File: config.mk
export PLATFORM = sky130hd
export DESIGN_NAME = pipeline_hazard_ctrl
export DESIGN_NICKNAME = d
export VERILOG_FILES = /design/src/rtl/pipeline_hazard_ctrl.sv
export SDC_FILE = /design/constraint.sdc
export NUM_CORES = 1
export LEC_CHECK = 0
export CORE_ASPECT_RATIO = 0.9
export CORE_MARGIN = 4
export CORE_UTILIZATION = 53
export CTS_CLUSTER_DIAMETER = 200
export CTS_CLUSTER_SIZE = 8
export DETAILED_ROUTE_END_ITERATION = 10
export GPL_ROUTABILITY_DRIVEN = 0
export PLACE_DENSITY = 0.85
export SLEW_MARGIN = 20
export SYNTH_ARGS = -nofsm -noshare
export SYNTH_HDL_FRONTEND = slang
export SYNTH_SLANG_ARGS = --single-unit
export TNS_END_PERCENT = 30
File: constraint.sdc
create_clock -name clk -period 4.98 [get_ports clk]
set_input_delay 1.494 -clock clk [delete_from_list [all_inputs] [get_ports clk]]
set_output_delay 1.494 -clock clk [all_outputs]
set_load 0.05 [all_outputs]
File: src/rtl/pipeline_hazard_ctrl.sv
// rtl/pipeline_hazard_ctrl.sv - RV32I five-stage stall/flush/forwarding controller with data-memory wait timeout.
// Optional HAZARD_PERF_CNT_EN adds saturating stall/flush performance counters.
module pipeline_hazard_ctrl #(
  parameter int unsigned WAIT_TIMEOUT = 16,
  parameter int unsigned CNT_W        = 32
) (
  input  logic             clk,
  input  logic             rst,
  input  logic [4:0]       id_rs1,
  input  logic [4:0]       id_rs2,
  input  logic [4:0]       ex_rs1,
  input  logic [4:0]       ex_rs2,
  input  logic [4:0]       ex_rd,
  input  logic             ex_load,
  input  logic             ex_reg_write,
  input  logic             ex_redirect,
  input  logic [4:0]       mem_rd,
  input  logic             mem_reg_write,
  input  logic [4:0]       wb_rd,
  input  logic             wb_reg_write,
  input  logic             mem_req,
  input  logic             dmem_ready,
  output logic             stall_if,
  output logic             stall_id,
  output logic             stall_ex,
  output logic             stall_mem,
  output logic             flush_id,
  output logic             flush_ex,
  output logic [1:0]       fwd_a,
  output logic [1:0]       fwd_b,
  output logic             mem_timeout
`ifdef HAZARD_PERF_CNT_EN
  ,
  output logic [CNT_W-1:0] perf_stall_cnt,
  output logic [CNT_W-1:0] perf_flush_cnt
`endif
);

  localparam logic [0:0] ST_RUN  = 1'b0;
  localparam logic [0:0] ST_WAIT = 1'b1;

  logic [0:0]  state_q, state_d;
  logic [31:0] wait_cnt_q, wait_cnt_d;
  logic        load_use;
  logic        timeout_hit;
  logic        stall_all;
  logic        resolve;
  logic [1:0]  fwd_a_raw, fwd_b_raw;

  assign load_use = ex_load && ex_reg_write && (ex_rd != 5'd0) &&
                    ((ex_rd == id_rs1) || (ex_rd == id_rs2));

  assign timeout_hit = (WAIT_TIMEOUT != 0) && (wait_cnt_q == WAIT_TIMEOUT - 1);

  // The youngest producer (EX/MEM) wins; x0 is hardwired zero and never forwarded.
  assign fwd_a_raw = (mem_reg_write && (mem_rd != 5'd0) && (mem_rd == ex_rs1)) ? 2'b01 :
                     (wb_reg_write  && (wb_rd  != 5'd0) && (wb_rd  == ex_rs1)) ? 2'b10 : 2'b00;
  assign fwd_b_raw = (mem_reg_write && (mem_rd != 5'd0) && (mem_rd == ex_rs2)) ? 2'b01 :
                     (wb_reg_write  && (wb_rd  != 5'd0) && (wb_rd  == ex_rs2)) ? 2'b10 : 2'b00;

  always_comb begin
    state_d     = state_q;
    wait_cnt_d  = wait_cnt_q;
    stall_all   = 1'b0;
    resolve     = 1'b0;
    stall_if    = 1'b0;
    stall_id    = 1'b0;
    stall_ex    = 1'b0;
    stall_mem   = 1'b0;
    flush_id    = 1'b0;
    flush_ex    = 1'b0;
    mem_timeout = 1'b0;
    fwd_a       = fwd_a_raw;
    fwd_b       = fwd_b_raw;

    if (state_q == ST_RUN) begin
      if (mem_req && !dmem_ready) begin
        stall_all  = 1'b1;
        state_d    = ST_WAIT;
        wait_cnt_d = 32'd0;
      end else begin
        resolve = 1'b1;
      end
    end else begin
      wait_cnt_d = wait_cnt_q + 32'd1;
      if (dmem_ready) begin
        resolve = 1'b1;
        state_d = ST_RUN;
      end else if (timeout_hit) begin
        mem_timeout = 1'b1;
        state_d     = ST_RUN;
      end else begin
        stall_all = 1'b1;
      end
    end

    // A redirect discards the dependent instruction, so it outranks load-use.
    if (resolve) begin
      if (ex_redirect) begin
        flush_id = 1'b1;
        flush_ex = 1'b1;
      end else if (load_use) begin
        stall_if = 1'b1;
        stall_id = 1'b1;
        flush_ex = 1'b1;
      end
    end

    if (stall_all) begin
      stall_if  = 1'b1;
      stall_id  = 1'b1;
      stall_ex  = 1'b1;
      stall_mem = 1'b1;
    end

    if (!rst) begin
      stall_if    = 1'b0;
      stall_id    = 1'b0;
      stall_ex    = 1'b0;
      stall_mem   = 1'b0;
      flush_id    = 1'b1;
      flush_ex    = 1'b1;
      fwd_a       = 2'b00;
      fwd_b       = 2'b00;
      mem_timeout = 1'b0;
    end
  end

  always_ff @(posedge clk or negedge rst) begin
    if (!rst) begin
      state_q    <= ST_RUN;
      wait_cnt_q <= 32'd0;
    end else begin
      state_q    <= state_d;
      wait_cnt_q <= wait_cnt_d;
    end
  end

`ifdef HAZARD_PERF_CNT_EN
  logic [CNT_W-1:0] perf_stall_q, perf_flush_q;

  always_ff @(posedge clk or negedge rst) begin
    if (!rst) begin
      perf_stall_q <= '0;
      perf_flush_q <= '0;
    end else begin
      if (stall_if && (perf_stall_q != {CNT_W{1'b1}})) perf_stall_q <= perf_stall_q + CNT_W'(1);
      if (flush_id && (perf_flush_q != {CNT_W{1'b1}})) perf_flush_q <= perf_flush_q + CNT_W'(1);
    end
  end

  assign perf_stall_cnt = perf_stall_q;
  assign perf_flush_cnt = perf_flush_q;
`endif

endmodule
**Word-level counts from Yosys, hierarchy flattened**

Index checks and enable logic that the tools add are counted.

- Add/subtract/negate cells: 1
- Equal/unequal tests: 7
- Muxes and demuxes: 32
- Reduce and logical (&&, ||, !) cells: 16

Operator list:

| operator | count |
|---|---|
| $mux W32 | 2 |
| $add A32 B1 Y32 const B | 1 |
| $eq A32 B4 Y1 const B | 1 |
| $eq A5 B5 Y1 | 6 |
| $mux W1 | 24 |
| $reduce_bool A5 Y1 | 3 |
| $mux W2 | 6 |
| $logic_and A1 B1 Y1 | 10 |
| $reduce_bool A2 Y1 | 1 |
| $logic_not A1 Y1 | 1 |
| $logic_or A1 B1 Y1 | 1 |

- Register bits after elaboration: 33
- Bits of input ports: 44
- Output and inout bits: 11
- Logic and storage cells: 58

**Logic depth before layout (Yosys ltp)**

- Word-level depth: 8
- Gate-level depth with buffers: 7
- Depth with buffers taken out: 6

**Least setup slack after synthesis**

No wires, ideal clock.

- Path kind: in2out
- Start: input port mem_rd[1]
- End: output port fwd_a[1]
- Arrival: 3799 ps
- Required time: 3486 ps
- Path slack: -313 ps
- Stages: 4
- Buffers on the path: 0
- Cells stage by stage: or4_1 o21ai_1 nor4_1 nor4_1

- Longest elaborated chain between the ends: 5
- Elaborated cells between the ends (all ways): 6
- Classes of those cells: eq/ne (1); mux (2); reduce/logical (3)

RTL lines:

| item | line | RTL |
|---|---|---|
| start: declaration | 17 | `input logic [4:0] mem_rd,` |
| $reduce_bool A5 Y1 | 56 | `assign fwd_a_raw = (mem_reg_write && (mem_rd != 5'd0) && (mem_rd == ex_rs1)) ? 2'b01 :` |
| $logic_and A1 B1 Y1 | 56 |  |
| $logic_and A1 B1 Y1 (*) | 56 |  |
| $mux W2 (*) | 56 |  |
| $mux W2 (*) | 116 | `if (!rst) begin` |
| end: declaration | 29 | `output logic [1:0] fwd_a,` |

Mark *: on every way between the ends. The rest lies on a longest branch, timed or not.

**Final worst setup path**

- Start: input port wb_rd[2]
- End: output port fwd_b[1]

- Longest elaborated chain between the ends: 6
- Elaborated cells between the ends (all ways): 7
- Classes of those cells: eq/ne (1); mux (3); reduce/logical (3)

RTL lines:

| item | line | RTL |
|---|---|---|
| start: declaration | 19 | `input logic [4:0] wb_rd,` |
| $reduce_bool A5 Y1 | 59 | `(wb_reg_write && (wb_rd != 5'd0) && (wb_rd == ex_rs2)) ? 2'b10 : 2'b00;` |
| $logic_and A1 B1 Y1 | 59 |  |
| $logic_and A1 B1 Y1 (*) | 59 |  |
| $mux W2 (*) | 59 |  |
| $mux W2 (*) | 58 | `assign fwd_b_raw = (mem_reg_write && (mem_rd != 5'd0) && (mem_rd == ex_rs2)) ? 2'b01 :` |
| $mux W2 (*) | 116 |  |
| end: declaration | 30 | `output logic [1:0] fwd_b,` |

Marked as above.

==> impl_metrics.sql <==
INSERT INTO impl_metrics (metric_group, metric, value, unit) VALUES
('cells_and_area', 'fin_area', '2880', 'µm²'),
('cells_and_area', 'final_cell_count_no_fill', '335', ''),
('power_and_ir_drop', 'power.switching_fraction', '0.290', ''),
('synth', 'synth_xor_area_frac', '0.120', ''),
('power_and_ir_drop', 'power.net_switching', '0.182', 'mW'),
('critical_path', 'worstSetupEndpointType', 'primary output', ''),
('synth', 'post_synth_instance_area', '2180', 'µm²'),
('synth', 'synth_top_family_by_area', 'simple AND/OR/NAND/NOR gates', ''),
('power_and_ir_drop', 'comb_power_share', '0.215', ''),
('cells_and_area', 'synthToLayoutAreaGrowth', '32.0', '%'),
('cts', 'cts-hold-fix-buffers', '0', ''),
('grt', 'global_route_wire_length_before_repair', '8.82', 'mm'),
('critical_path', 'timing.critical_path.required', '3490', 'ps'),
('floorplan', 'io-pin-count', '55', ''),
('power_and_ir_drop', 'fin_total_pwr', '0.628', 'mW'),
('cts', 'cts_htree_levels', '2', ''),
('worst_hold_path', 'hold_class', 'reg2reg', ''),
('timing', 'slew_violations', '0', ''),
('critical_path', 'worst-setup-path-type', 'in2out', ''),
('synth', 'synthArstFlopShare', '1.00', ''),
('power_and_ir_drop', 'p_int', '0.446', 'mW'),
('cts', 'ctsLongestPathBuffers', '2', ''),
('synth', 'synth.yosys.seq_area_share', '0.378', ''),
('placed_design', 'place.port_buffers', '54', ''),
('cts', 'clk_root_buffer_cell', 'sky130_fd_sc_hd__clkbuf_8', ''),
('grt', 'largest_net_degree_at_the_start_of_global_routing', '40', ''),
('power_and_ir_drop', 'clock_power_frac', '0.306', ''),
('run_status', 'outcome', 'finished, final reports clean', ''),
('critical_path', 'cp_cell_sequence', 'clkdlybuf4s50_1, or4_1, o211ai_1, or4_1, nor4_2, buf_4, buf_12', ''),
('grt', 'grt_ovf', '0', ''),
('floorplan', 'die_width', '75.7', 'µm'),
('route', 'routed_wirelength', '5.20', 'mm'),
('floorplan', 'floorplan_row_count', '21', ''),
('grt', 'antenna_found_initial', '0', ''),
('cts', 'clock_tree_from_tritoncts', 'built', ''),
('synth', 'post_synth.cell_area_avg', '9.42', 'µm²'),
('timing', 'final_min_period_over_clock_period', '0.982', ''),
('grt', 'first_global_vias', '1930', ''),
('floorplan', 'die_y', '68.9', 'µm'),
('job', 'drv_cap', '0', ''),
('placed_design', 'total_cell_area_at_the_placement_stage', '2800', 'µm²'),
('cts', 'skew_pair_late_insertion_delay', '290', 'ps'),
('synth', 'area_fraction_in_compound_gates_after_synthesis', '0.0750', ''),
('synth', 'synth.ff_latch_count', '33', ''),
('timing', 'grt_setup_unrepaired', 'false', ''),
('cells_and_area', 'fin_nets', '333', ''),
('synth', 'mappedNetlistNets', '277', ''),
('grt', 'track_usage', '0.225', ''),
('cts', 'clock_sink_total', '33', ''),
('synth', 'synthAdderAreaFrac', '0.00573', ''),
('route', 'drc_errors', '0', ''),
('critical_path', 'timing.critical_path.max_delay_family', 'simple AND/OR/NAND/NOR gates', ''),
('power_and_ir_drop', 'static-leakage-power', '1.25', 'nW'),
('critical_path', 'critical_path.slowest_cell', 'sky130_fd_sc_hd__or4_1', ''),
('timing', 'post-route-min-period', '4890', 'ps'),
('timing', 'finalSetupViolCount', '0', ''),
('critical_path', 'timing.critical_path.fanout_max', '3', ''),
('route', 'vias', '1941', ''),
('synth', 'ys_warn_count', '0', ''),
('synth', 'synth_enable_flop_cells', '0', ''),
('synth', 'synth_top_cells_by_area', 'sky130_fd_sc_hd__dfrtp_1 38%, sky130_fd_sc_hd__mux2i_1 8.7%, sky130_fd_sc_hd__xnor2_1 6.4%', ''),
('cells_and_area', 'layout-drive-gt1-share', '0.128', ''),
('critical_path', 'cp.arrival', '3400', 'ps'),
('synth', 'yosysTopAreaCell', 'sky130_fd_sc_hd__dfrtp_1', ''),
('synth', 'multiplexer_area_fraction_after_synthesis', '0.0871', ''),
('route', 'drt_pre_antenna_iters', '4', ''),
('timing', 'totalNegativeSetupSlack', '0', 'ps'),
('timing', 'skew', '7.34', 'ps'),
('cts', 'cts-buffers-inserted', '5', ''),
('route', 'drt_iter0_drc', '114', ''),
('placed_design', 'dpl.hpwl', '4.07', 'mm');
## stage by stage
step,hold slack [ps],setup WS [ps],utilization
2_1_floorplan,460,-313,-
3_3_place_gp,491,194,0.729
3_5_place_dp,499,139,0.729
4_1_cts,507,144,0.750
5_1_grt,529,13.5,0.752
6_report,506,89.3,0.752
## per-layer routing
layer | wire, µm | vias up | track usage
li1 | - | 968 | -
met1 | 2430 | 913 | 0.308
met2 | 2400 | 51 | 0.345
met3 | 289 | 9 | 0.0609
met4 | 74 | 0 | 0.0721
met5 | 0 | - | 0
## worst register-to-register path, cell delays in order (launching register included)
cell	delay (ps)
sky130_fd_sc_hd__dfrtp_1	540
sky130_fd_sc_hd__nand3_1	260
sky130_fd_sc_hd__nor4_4	640
sky130_fd_sc_hd__nand3_4	180
sky130_fd_sc_hd__o211ai_1	240
sky130_fd_sc_hd__o31ai_1	100
## state kept, by name (all words and copies together) (netlist names)
name / flops
state_q: 1
wait_cnt_q: 32
## layout make-up
cell class                      count  area [µm²]
Tap cell                           46        57.6
Clock inverter                      2        10.0
Sequential cell                    33         826
Inverter                            3        11.3
Fill cell                         266         952
Multi-Input combinational cell    188        1310
Clock buffer                        6        72.6
Timing Repair Buffer               57         593
## power groups by stage
stage	Sequential, mW	Combinational, mW	Clock (mW)
after floorplan	0.299	0.0716	0
after global placement	0.304	0.132	0
after detailed placement	0.305	0.135	0
after CTS	0.300	0.136	0.197
after global routing	0.303	0.147	0.205
final	0.301	0.135	0.192
## cells in the mapped netlist (4+ instances only)
cell / number
sky130_fd_sc_hd__o211ai_1: 5
sky130_fd_sc_hd__nor2_1: 4
sky130_fd_sc_hd__or4_1: 5
sky130_fd_sc_hd__and3_1: 5
sky130_fd_sc_hd__o21ai_0: 4
sky130_fd_sc_hd__nand4_1: 10
sky130_fd_sc_hd__nand3_1: 19
sky130_fd_sc_hd__nor4_1: 9
sky130_fd_sc_hd__clkbuf_1: 4
sky130_fd_sc_hd__dfrtp_1: 33
sky130_fd_sc_hd__nand3_2: 5
sky130_fd_sc_hd__o31ai_1: 4
sky130_fd_sc_hd__xor2_1: 14
sky130_fd_sc_hd__mux2i_1: 19
sky130_fd_sc_hd__xnor2_1: 16
sky130_fd_sc_hd__nand2_1: 36
sky130_fd_sc_hd__o21ai_1: 6
## cells in the final DEF, fill, tap and decap left out, types with 5 or more instances in the layout
master and count:
sky130_fd_sc_hd__xor2_1 14, sky130_fd_sc_hd__xnor2_1 16, sky130_fd_sc_hd__nand2_1 36, sky130_fd_sc_hd__clkbuf_8 5, sky130_fd_sc_hd__and3_1 5, sky130_fd_sc_hd__nand3_1 19
sky130_fd_sc_hd__buf_12 5, sky130_fd_sc_hd__nand3_2 5, sky130_fd_sc_hd__or4_1 5, sky130_fd_sc_hd__nand4_1 10, sky130_fd_sc_hd__mux2i_1 19, sky130_fd_sc_hd__o211ai_1 5
sky130_fd_sc_hd__clkdlybuf4s50_1 42, sky130_fd_sc_hd__nor4_1 7, sky130_fd_sc_hd__o21ai_1 6, sky130_fd_sc_hd__buf_4 9, sky130_fd_sc_hd__dfrtp_1 33
## worst paths after layout
check | start | end | slack [ps] | cells after the start
setup reg to reg | state_q$_DFF_PN0_ | wait_cnt_q[27]$_DFFE_PN0P_ | 2910 | 5
max in group asynchronous | rst | wait_cnt_q[21]$_DFFE_PN0P_ | 3380 | 2
min in group asynchronous | rst | wait_cnt_q[6]$_DFFE_PN0P_ | 1270 | 2
hold reg to reg | wait_cnt_q[22]$_DFFE_PN0P_ | wait_cnt_q[22]$_DFFE_PN0P_ | 510 | 1
hold / removal | wait_cnt_q[22]$_DFFE_PN0P_ | wait_cnt_q[22]$_DFFE_PN0P_ | 510 | 1
setup / recovery | wb_rd[2] | fwd_b[1] | 90 | 7
## kinds of logic (layout without fill, tap and decap cells)
| kind of cell | count (synthesis) | count (layout) |
|---|---|---|
| flops | 33 | 33 |
| buf+inv | 11 | 68 |
| xor+xnor | 30 | 30 |
| mux | 19 | 19 |
| fa+ha+maj | 1 | 1 |
| simple gates | 113 | 113 |
| compound gates | 25 | 25 |
## timing repair
item | 4_1_cts | 5_1_grt
resized for setup | 0 | 1
setup endpoints to repair | 0 | 1
setup buffers | 0 | 0
(Power assumes the default switching activity.)
